[src/rtl/game_controller_pkg.sv]
// Shared encodings for the ECE-mon game controller: game states and PS/2 set-2 scan codes.
package game_controller_pkg;

    typedef enum logic [3:0] {
        ST_SPLASH   = 4'd0,
        ST_INTRO    = 4'd1,
        ST_CEL      = 4'd2,
        ST_COMP     = 4'd3,
        ST_ATTACK   = 4'd4,
        ST_QUESTION = 4'd5,
        ST_RESULT   = 4'd6,
        ST_WIN      = 4'd7,
        ST_LOSE     = 4'd8
    } state_t;

    localparam logic [7:0] SC_ENTER  = 8'h5A;
    localparam logic [7:0] SC_KEY_A  = 8'h1C;
    localparam logic [7:0] SC_KEY_B  = 8'h32;
    localparam logic [7:0] SC_KEY_C  = 8'h21;
    localparam logic [7:0] SC_KEY_D  = 8'h23;
    localparam logic [7:0] SC_BREAK  = 8'hF0;
    localparam logic [7:0] SC_EXTEND = 8'hE0;

endpackage

[src/rtl/game_controller_kb_key_filter.sv]
// PS/2 make/break filter: drops release codes and extend prefixes, decodes ENTER and A..D.
module kb_key_filter
    import game_controller_pkg::*;
#(
    parameter int NUM_CHOICES = 4
) (
    input  logic       clock,
    input  logic       reset_n,
    input  logic [7:0] kb_code,
    input  logic       kb_avail,
    output logic       key_enter,
    output logic       key_choice_valid,
    output logic [1:0] key_choice,
    output logic       break_pending
);

    logic pending_d;
    logic choice_hit;

    always_comb begin
        pending_d        = break_pending;
        key_enter        = 1'b0;
        key_choice_valid = 1'b0;
        key_choice       = 2'd0;
        choice_hit       = 1'b0;
        if (kb_avail) begin
            // The extend prefix never disturbs a pending release.
            if (kb_code == SC_EXTEND) begin
                pending_d = break_pending;
            end else if (break_pending) begin
                pending_d = 1'b0;
            end else if (kb_code == SC_BREAK) begin
                pending_d = 1'b1;
            end else begin
                case (kb_code)
                    SC_ENTER: key_enter = 1'b1;
                    SC_KEY_A: begin choice_hit = 1'b1; key_choice = 2'd0; end
                    SC_KEY_B: begin choice_hit = 1'b1; key_choice = 2'd1; end
                    SC_KEY_C: begin choice_hit = 1'b1; key_choice = 2'd2; end
                    SC_KEY_D: begin choice_hit = 1'b1; key_choice = 2'd3; end
                    default:  choice_hit = 1'b0;
                endcase
                key_choice_valid = choice_hit && (32'(key_choice) < 32'(NUM_CHOICES));
            end
        end
    end

    always_ff @(posedge clock or negedge reset_n) begin
        if (!reset_n) begin
            break_pending <= 1'b0;
        end else begin
            break_pending <= pending_d;
        end
    end

endmodule

[src/rtl/game_controller.sv]
// ECE-mon game-flow controller: overworld/battle FSM with HP, score, opponent index
// and a frame-driven per-question countdown.
module game_controller
    import game_controller_pkg::*;
#(
    parameter  int NUM_PROFS      = 6,
    parameter  int NUM_CHOICES    = 4,
    parameter  int HP_MAX         = 3,
    parameter  int TIMEOUT_FRAMES = 600,
    parameter  int SCORE_W        = 8,
    localparam int PROF_W         = $clog2(NUM_PROFS),
    localparam int HP_W           = $clog2(HP_MAX + 1),
    localparam int TIMER_W        = $clog2(TIMEOUT_FRAMES + 1)
) (
    input  logic               clock,
    input  logic               reset_n,
    input  logic [7:0]         kb_code,
    input  logic               kb_avail,
    input  logic               frame_tick,
    input  logic               at_prof,
    input  logic               at_comp,
    input  logic [1:0]         correct_choice,
    output logic [3:0]         state,
    output logic [PROF_W-1:0]  prof,
    output logic [HP_W-1:0]    hp,
    output logic [SCORE_W-1:0] score,
    output logic [TIMER_W-1:0] timer,
    output logic               last_correct,
    output logic               question_req
);

    function automatic logic [SCORE_W-1:0] sat_inc(input logic [SCORE_W-1:0] v);
        return (&v) ? v : v + SCORE_W'(1);
    endfunction

    function automatic logic [HP_W-1:0] floor_dec(input logic [HP_W-1:0] v);
        return (v == '0) ? v : v - HP_W'(1);
    endfunction

    logic       key_enter;
    logic       key_choice_valid;
    logic [1:0] key_choice;
    logic       break_pending;

    kb_key_filter #(
        .NUM_CHOICES (NUM_CHOICES)
    ) u_filter (
        .clock            (clock),
        .reset_n          (reset_n),
        .kb_code          (kb_code),
        .kb_avail         (kb_avail),
        .key_enter        (key_enter),
        .key_choice_valid (key_choice_valid),
        .key_choice       (key_choice),
        .break_pending    (break_pending)
    );

    state_t             state_q, state_d;
    logic [PROF_W-1:0]  prof_d;
    logic [HP_W-1:0]    hp_d;
    logic [SCORE_W-1:0] score_d;
    logic [TIMER_W-1:0] timer_d;
    logic               last_d;
    logic               qreq_d;

    assign state = state_q;

    always_comb begin
        state_d = state_q;
        prof_d  = prof;
        hp_d    = hp;
        score_d = score;
        timer_d = timer;
        last_d  = last_correct;
        qreq_d  = 1'b0;
        case (state_q)
            ST_SPLASH: if (key_enter) state_d = ST_INTRO;
            ST_INTRO:  if (key_enter) state_d = ST_CEL;
            ST_CEL: begin
                if (at_comp && key_enter) state_d = ST_COMP;
                else if (at_prof)         state_d = ST_ATTACK;
            end
            ST_COMP: if (key_enter) begin
                state_d = ST_CEL;
                hp_d    = HP_W'(HP_MAX);
            end
            ST_ATTACK: if (key_enter) begin
                state_d = ST_QUESTION;
                timer_d = TIMER_W'(TIMEOUT_FRAMES);
                qreq_d  = 1'b1;
            end
            ST_QUESTION: begin
                // A key landing on the expiring tick is judged on its merits.
                if (key_choice_valid) begin
                    state_d = ST_RESULT;
                    if (key_choice == correct_choice) begin
                        score_d = sat_inc(score);
                        last_d  = 1'b1;
                    end else begin
                        hp_d   = floor_dec(hp);
                        last_d = 1'b0;
                    end
                end else if (frame_tick) begin
                    if (timer <= TIMER_W'(1)) begin
                        state_d = ST_RESULT;
                        timer_d = '0;
                        hp_d    = floor_dec(hp);
                        last_d  = 1'b0;
                    end else begin
                        timer_d = timer - TIMER_W'(1);
                    end
                end
            end
            ST_RESULT: if (key_enter) begin
                timer_d = '0;
                if (hp == '0) begin
                    state_d = ST_LOSE;
                end else if (last_correct && (prof == PROF_W'(NUM_PROFS - 1))) begin
                    state_d = ST_WIN;
                end else if (last_correct) begin
                    state_d = ST_CEL;
                    prof_d  = prof + PROF_W'(1);
                end else begin
                    state_d = ST_CEL;
                end
            end
            ST_WIN, ST_LOSE: if (key_enter) begin
                state_d = ST_SPLASH;
                prof_d  = '0;
                hp_d    = HP_W'(HP_MAX);
                score_d = '0;
            end
            default: state_d = ST_SPLASH;
        endcase
    end

    always_ff @(posedge clock or negedge reset_n) begin
        if (!reset_n) begin
            state_q      <= ST_SPLASH;
            prof         <= '0;
            hp           <= HP_W'(HP_MAX);
            score        <= '0;
            timer        <= '0;
            last_correct <= 1'b0;
            question_req <= 1'b0;
        end else begin
            state_q      <= state_d;
            prof         <= prof_d;
            hp           <= hp_d;
            score        <= score_d;
            timer        <= timer_d;
            last_correct <= last_d;
            question_req <= qreq_d;
        end
    end

endmodule

[config.mk]
export PLATFORM = sky130hd
export DESIGN_NAME = game_controller
export DESIGN_NICKNAME = d
export VERILOG_FILES = /design/src/rtl/game_controller_pkg.sv /design/src/rtl/game_controller_kb_key_filter.sv /design/src/rtl/game_controller.sv
export SDC_FILE = /design/constraint.sdc
export NUM_CORES = 1
export LEC_CHECK = 0
export ABC_CLOCK_PERIOD_IN_PS = 2200
export BUFFER_PORTS_ARGS = -buffer_cell sky130_fd_sc_hd__buf_4
export CORE_MARGIN = 5
export CORE_UTILIZATION = 40
export CTS_BUF_LIST = sky130_fd_sc_hd__clkbuf_4
export DETAILED_ROUTE_END_ITERATION = 10
export MAX_ROUTING_LAYER = met4
export SKIP_LAST_GASP = 1
export SYNTH_ARGS = -nofsm -noshare
export SYNTH_HDL_FRONTEND = slang
export SYNTH_SLANG_ARGS = --single-unit
export TNS_END_PERCENT = 100
[constraint.sdc]
create_clock -name clock -period 2.2 [get_ports clock]
set_clock_uncertainty 0.1 [all_clocks]
set_input_delay 0.44 -clock clock [delete_from_list [all_inputs] [get_ports clock]]
set_output_delay 0.44 -clock clock [all_outputs]
set_load 0.02 [all_outputs]
# Yosys cells after proc, flatten, opt, wreduce, memory -nomap -nowiden
# Cells that the tools add are included.
[totals]
ff_bits = 30
inputBits = 16
out_inout_bits = 29
elab_cells = 131
[classes]
add_sub_neg = 4
n_lt_le_gt_ge = 1
n_eq_ne = 35
muxes = 60
n_bitwise = 1
reduce_logical = 22
[ops]
columns = ["op", "n"]
rows = [
  ["$mux W10", 5],
  ["$mux W4", 11],
  ["$mux W8", 4],
  ["$pmux W10 S3", 1],
  ["$pmux W4 S7", 1],
  ["$eq A8 B6 Y1 const B", 3],
  ["$ne A2 B2 Y1 const B", 12],
  ["$mux W2", 10],
  ["$mux W1", 18],
  ["$mux W3", 6],
  ["$eq A4 B3 Y1 const B", 4],
  ["$eq A8 B8 Y1 const B", 2],
  ["$pmux W8 S2", 1],
  ["$reduce_and A8 Y1", 2],
  ["$reduce_and A5 Y1", 3],
  ["$ne A3 B3 Y1 const B", 4],
  ["$le A10 B1 Y1 const B", 1],
  ["$reduce_bool A2 Y1", 5],
  ["$sub A10 B1 Y10 const B", 1],
  ["$add A8 B1 Y8 const B", 1],
  ["$eq A4 B2 Y1 const B", 2],
  ["$eq A8 B5 Y1 const B", 1],
  ["$eq A8 B7 Y1 const B", 1],
  ["$pmux W2 S3", 1],
  ["20 further kinds", 23],
]

# Longest topological paths before layout
[logic_depth]
depth_word = 10
ltp_mapped = 8
ltp_nobuf = 7

# Hierarchy
# A second synthesis with hierarchy kept.
[hier_totals]
cells_unflattened = 232
area_unflattened_um2 = 2075.7
[by_module_without_submodules]
columns = ["mod", "instances", "cells_per_inst", "area_per_inst_um2", "seq_area_each_um2"]
rows = [
  ["game_controller", 1, 211, 1880.6, 728.2],
  ["kb_key_filter", 1, 21, 195.2, 25.0],
]

# Worst setup path before layout
# Ideal clock, no wire load.
[synth_timing]
kind = "input to register"
startpoint = "in kb_code[7]"
endpoint = "reg timer[1]"
setup_time_ps = 125
arrival_ps = 2254
required_ps = 1975
path_slack_ps = -279
stages = 8
n_path_buf = 3
cell_sequence = "or3b_1 buf_2 or3_1 buf_2 or3_1 buf_6 nand2_4 mux2_4"
[synth_via]
elab_chain_len = 9
elab_cells_between_ends = 22
cone_classes = "eq/ne (10); mux (10); reduce/logical (2)"
[synth_lines]
columns = ["element", "line_no", "source"]
rows = [
  ["start, declared", "game_controller.sv:17", "input logic [7:0] kb_code,"],
  ["$eq A8 B5 Y1 / $eq A8 B6 Y1 (equally long branches)", "game_controller_kb_key_filter.sv:35", "case (kb_code)"],
  ["$reduce_or A4 Y1 (no source line)", "--", ""],
  ["$mux W1", "game_controller_kb_key_filter.sv:35", ""],
  ["$mux W1", "game_controller_kb_key_filter.sv:32", "end else if (kb_code == SC_BREAK) begin"],
  ["$mux W1", "game_controller_kb_key_filter.sv:30", "end else if (break_pending) begin"],
  ["$mux W1", "game_controller_kb_key_filter.sv:28", "if (kb_code == SC_EXTEND) begin"],
  ["$mux W1", "game_controller_kb_key_filter.sv:26", "if (kb_avail) begin"],
  ["$ne A2 B2 Y1 (no source line)", "--", ""],
  ["$reduce_and A5 Y1 (no source line) *", "--", ""],
  ["end signal, assigned", "game_controller.sv:151", "timer <= timer_d;"],
  ["end, declared", "game_controller.sv:27", "output logic [TIMER_W-1:0] timer,"],
]
# Every way passes the cells marked *; elsewhere a longest branch is shown, timed or not.
# A chain may end at the register's enable or synchronous reset.

# Worst setup path in the final report
[layout_timing]
startpoint = "reg timer[8]"
endpoint = "reg state_q[0] (netlist: state[0])"
[layout_via]
elab_chain_len = 3
[layout_lines]
columns = ["element", "line_no", "source"]
rows = [
  ["$le A10 B1 Y1", "game_controller.sv:104", "if (timer <= TIMER_W'(1)) begin"],
  ["$ne A3 B3 Y1 (no source line)", "--", ""],
  ["$reduce_and A8 Y1 (no source line)", "--", ""],
  ["end signal, assigned", "game_controller.sv:147", "state_q <= state_d;"],
  ["end, declared", "game_controller.sv:58", "state_t state_q, state_d;"],
]
# Every way passes these cells.

==> qor.txt <==
drc violations: 0
Yosys top cell by area: dfrtp_1
LEAKAGE: 1.46 nW
maximum VDD drop: 0.557 mV
CTS buffer count: 5
depth of the most critical reg-to-reg path: 5
post-route minimum period: 2240 ps
Seq. cell area: 758 sq um
final setup margin: -35.5 ps
dpl cell area: 3070 sq um
Pwr Total: 3.12 mW
FFs w/ async S/R, synth: 100%
CP Data Arrival Time: 2350 ps
DRT Pass-1 Iters: 4
cell total after placement: 416
RSZ-0062 raised after global routing: true
largest net degree at the start of global routing: 31
vias in the first global route: 2404
switching share of total power: 42.4%
Multi-input gate area: 1540 sq um
top_reg_cell synth: dfrtp_1
Tightest Hold Check Type: primary input to flop
Synth cell types: 66
WS Path Type: flop to flop
gp weighted congestion: 0.842
outcome: complete, but fails checks
CP max FO: 2
H-tree depth: 2
Fin Hold WS: 383 ps
Worst Tran Pin Value: 618 ps
CP required: 2320 ps
fraction of layout cells with a size suffix above 1: 42.3%
syn_nets: 277
via density per instance: 5.62
clk buf depth: 2
Clk network pwr share: 14.5%
pre-CTS setup slack: -378 ps
Fin Setup TNS: -46.1 ps
gr ovfl total: 0
I/O Pins: 45
syn avg cell area: 8.80 sq um
logic gate share of total power: 60.4%
synth warn: 0
NetSw: 1.32 mW
final core occ: 60.9%
Avg WL per Cell: 15.4 microns
area share of the largest cell type after synthesis: 31.2%
Fmax: 447 MHz
initial DRC count: 174
Core Footprint: 5470 sq um
register bit total from synthesis: 30
violated checks: setup timing
Internal: 1.80 mW
clk root buf: clkbuf_4
Final ANT Viol Nets: 0
Setup crit end kind: flop
mapped cell area: 2240 sq um
Slew Limit Fails: 0
Hold Path Stages: 4
pwr/cell area: 937 nW/um^2
CTS tree: built
Die W: 84.9 microns
die area: 7210 sq um
Die Y: 84.9 microns
FILL cells: 518
via count: 2413
I/O Buffers: 44
standard-cell rows: 27
detailed placement HPWL: 4960 microns
GR Util All Layers: 19.9%
first-pass GRT wire length: 11400 microns
top post-synthesis cells by area: dfrtp_1 (31%), nand3_1 (3.8%), nand2_1 (3.7%)
initial antenna violation count: 0
Finish-stage setup viols: 2
post-synthesis sequential area ratio: 33.6%
Area Growth Syn to Fin: 48.4%
Clock Sinks: 30
fin crit share: 102%
Syn Inst Count: 255
clock latency on the worst-skew pair: 350 ps
Max Cap Violations: 0
Seq pwr share: 25.1%
Layout Cells excl Fill: 429
number of synthesized flops with an enable pin: 0
crit path launch type: flop
antenna cells: 0
final wirelength: 6620 microns
Clock transition at path regs: 100 ps
worst relative slew slack: 58.4%
final hold vios: 0
Design Area, Final: 3330 sq um
Nets: 378
Initial Util: 41.0%
[metal layers]
metal	track usage (%)	wire, microns	vias to the layer above
li1	-	-	1183
met5	-	0	-
met1	24.3	2980	1156
met4	5.47	109	0
met3	4.47	315	10
met2	33.1	3220	64
[final timing paths]
| kind | slack, ps | startpoint | to |
|---|---|---|---|
| worst min register to register | 410 | u_filter.break_pending | u_filter.break_pending |
| worst min-delay path | 380 | kb_code[1] | u_filter.break_pending |
| worst max-delay path | -40 | timer[8] | state[0] |
| min in group asynchronous | 460 | reset_n | score[1] |
| max in group asynchronous | 1190 | reset_n | hp[0] |
| worst max register to register | -40 | timer[8] | state[0] |
[sequential cells by signal, indices dropped and copies added (netlist names)]
register,flops
score,8
last_correct,1
prof,3
u_filter.break_pending,1
state,4
timer,10
hp,2
question_req,1
[layout make-up]
cell class / instances / share of cell area (%)
multi-input combinational: 202 / 46.2
timing repair buffer: 105 / 24.6
sequential: 30 / 22.8
tap: 72 / 2.70
clock buffer: 6 / 1.35
inverter: 12 / 1.35
clock inverter: 2 / 1.01
[critical path, stage by stage (launching register included)]
cell and delay, ps:
dfrtp_2 410, or4_4 540, or4b_4 580, nand4_1 150, o31ai_2 90, mux2_4 260
[timing repair]
action	4_1_cts	5_1_grt
hold endpoints to repair	28	0
setup endpoints to repair	21	21
hold buffers	1	0
pin swaps	2	9
setup buffers	0	4
gates resized for setup	9	17
[cell usage in the layout (no fill, tap or decap), types with 7 or more instances in the layout]
| cell type | instances |
|---|---|
| buf_4 | 99 |
| nand2b_1 | 9 |
| nor2_1 | 17 |
| nand2_1 | 21 |
| mux2i_1 | 7 |
| nand3_1 | 17 |
| inv_1 | 12 |
| dfrtp_1 | 24 |
| o21ai_0 | 9 |
| nor3_1 | 8 |
| nand4_1 | 7 |
[synthesized netlist by cell type (3+ instances only)]
cell       number
a21o_1          3
a21oi_1         8
buf_2           3
clkbuf_1        7
dfrtp_1        28
ha_1            6
inv_1          12
mux2i_1         7
nand2_1        22
nand2b_1        9
nand3_1        17
nand3b_1        3
nand4_1         7
nor2_1         18
nor3_1          8
nor4_1          6
o21a_1          3
o21ai_0        10
o2bb2ai_1       6
o311ai_0        3
o31ai_1         3
or3_1           7
or4_1           5
[power groups by stage]
| stage | clock, mW | sequential [mW] | combinational [mW] |
|---|---|---|---|
| 2_1_floorplan | 0 | 1.01 | 0.774 |
| 3_3_place_gp | 0 | 0.796 | 1.77 |
| 3_5_place_dp | 0 | 0.794 | 1.78 |
| 4_1_cts | 0.464 | 0.785 | 1.80 |
| 5_1_grt | 0.497 | 0.802 | 2.07 |
| 6_report | 0.451 | 0.784 | 1.89 |
[kinds of logic after synthesis]
family | share of synthesized area [%]
muxes | 4.29
and+or+nand+nor | 32.5
xor gates and xnor gates | 0.781
AOI/OAI and AO/OA | 21.2
DFF | 33.6
buffers and inverters | 4.35
adders and majority gates | 3.34
(Power assumes the default switching activity.)
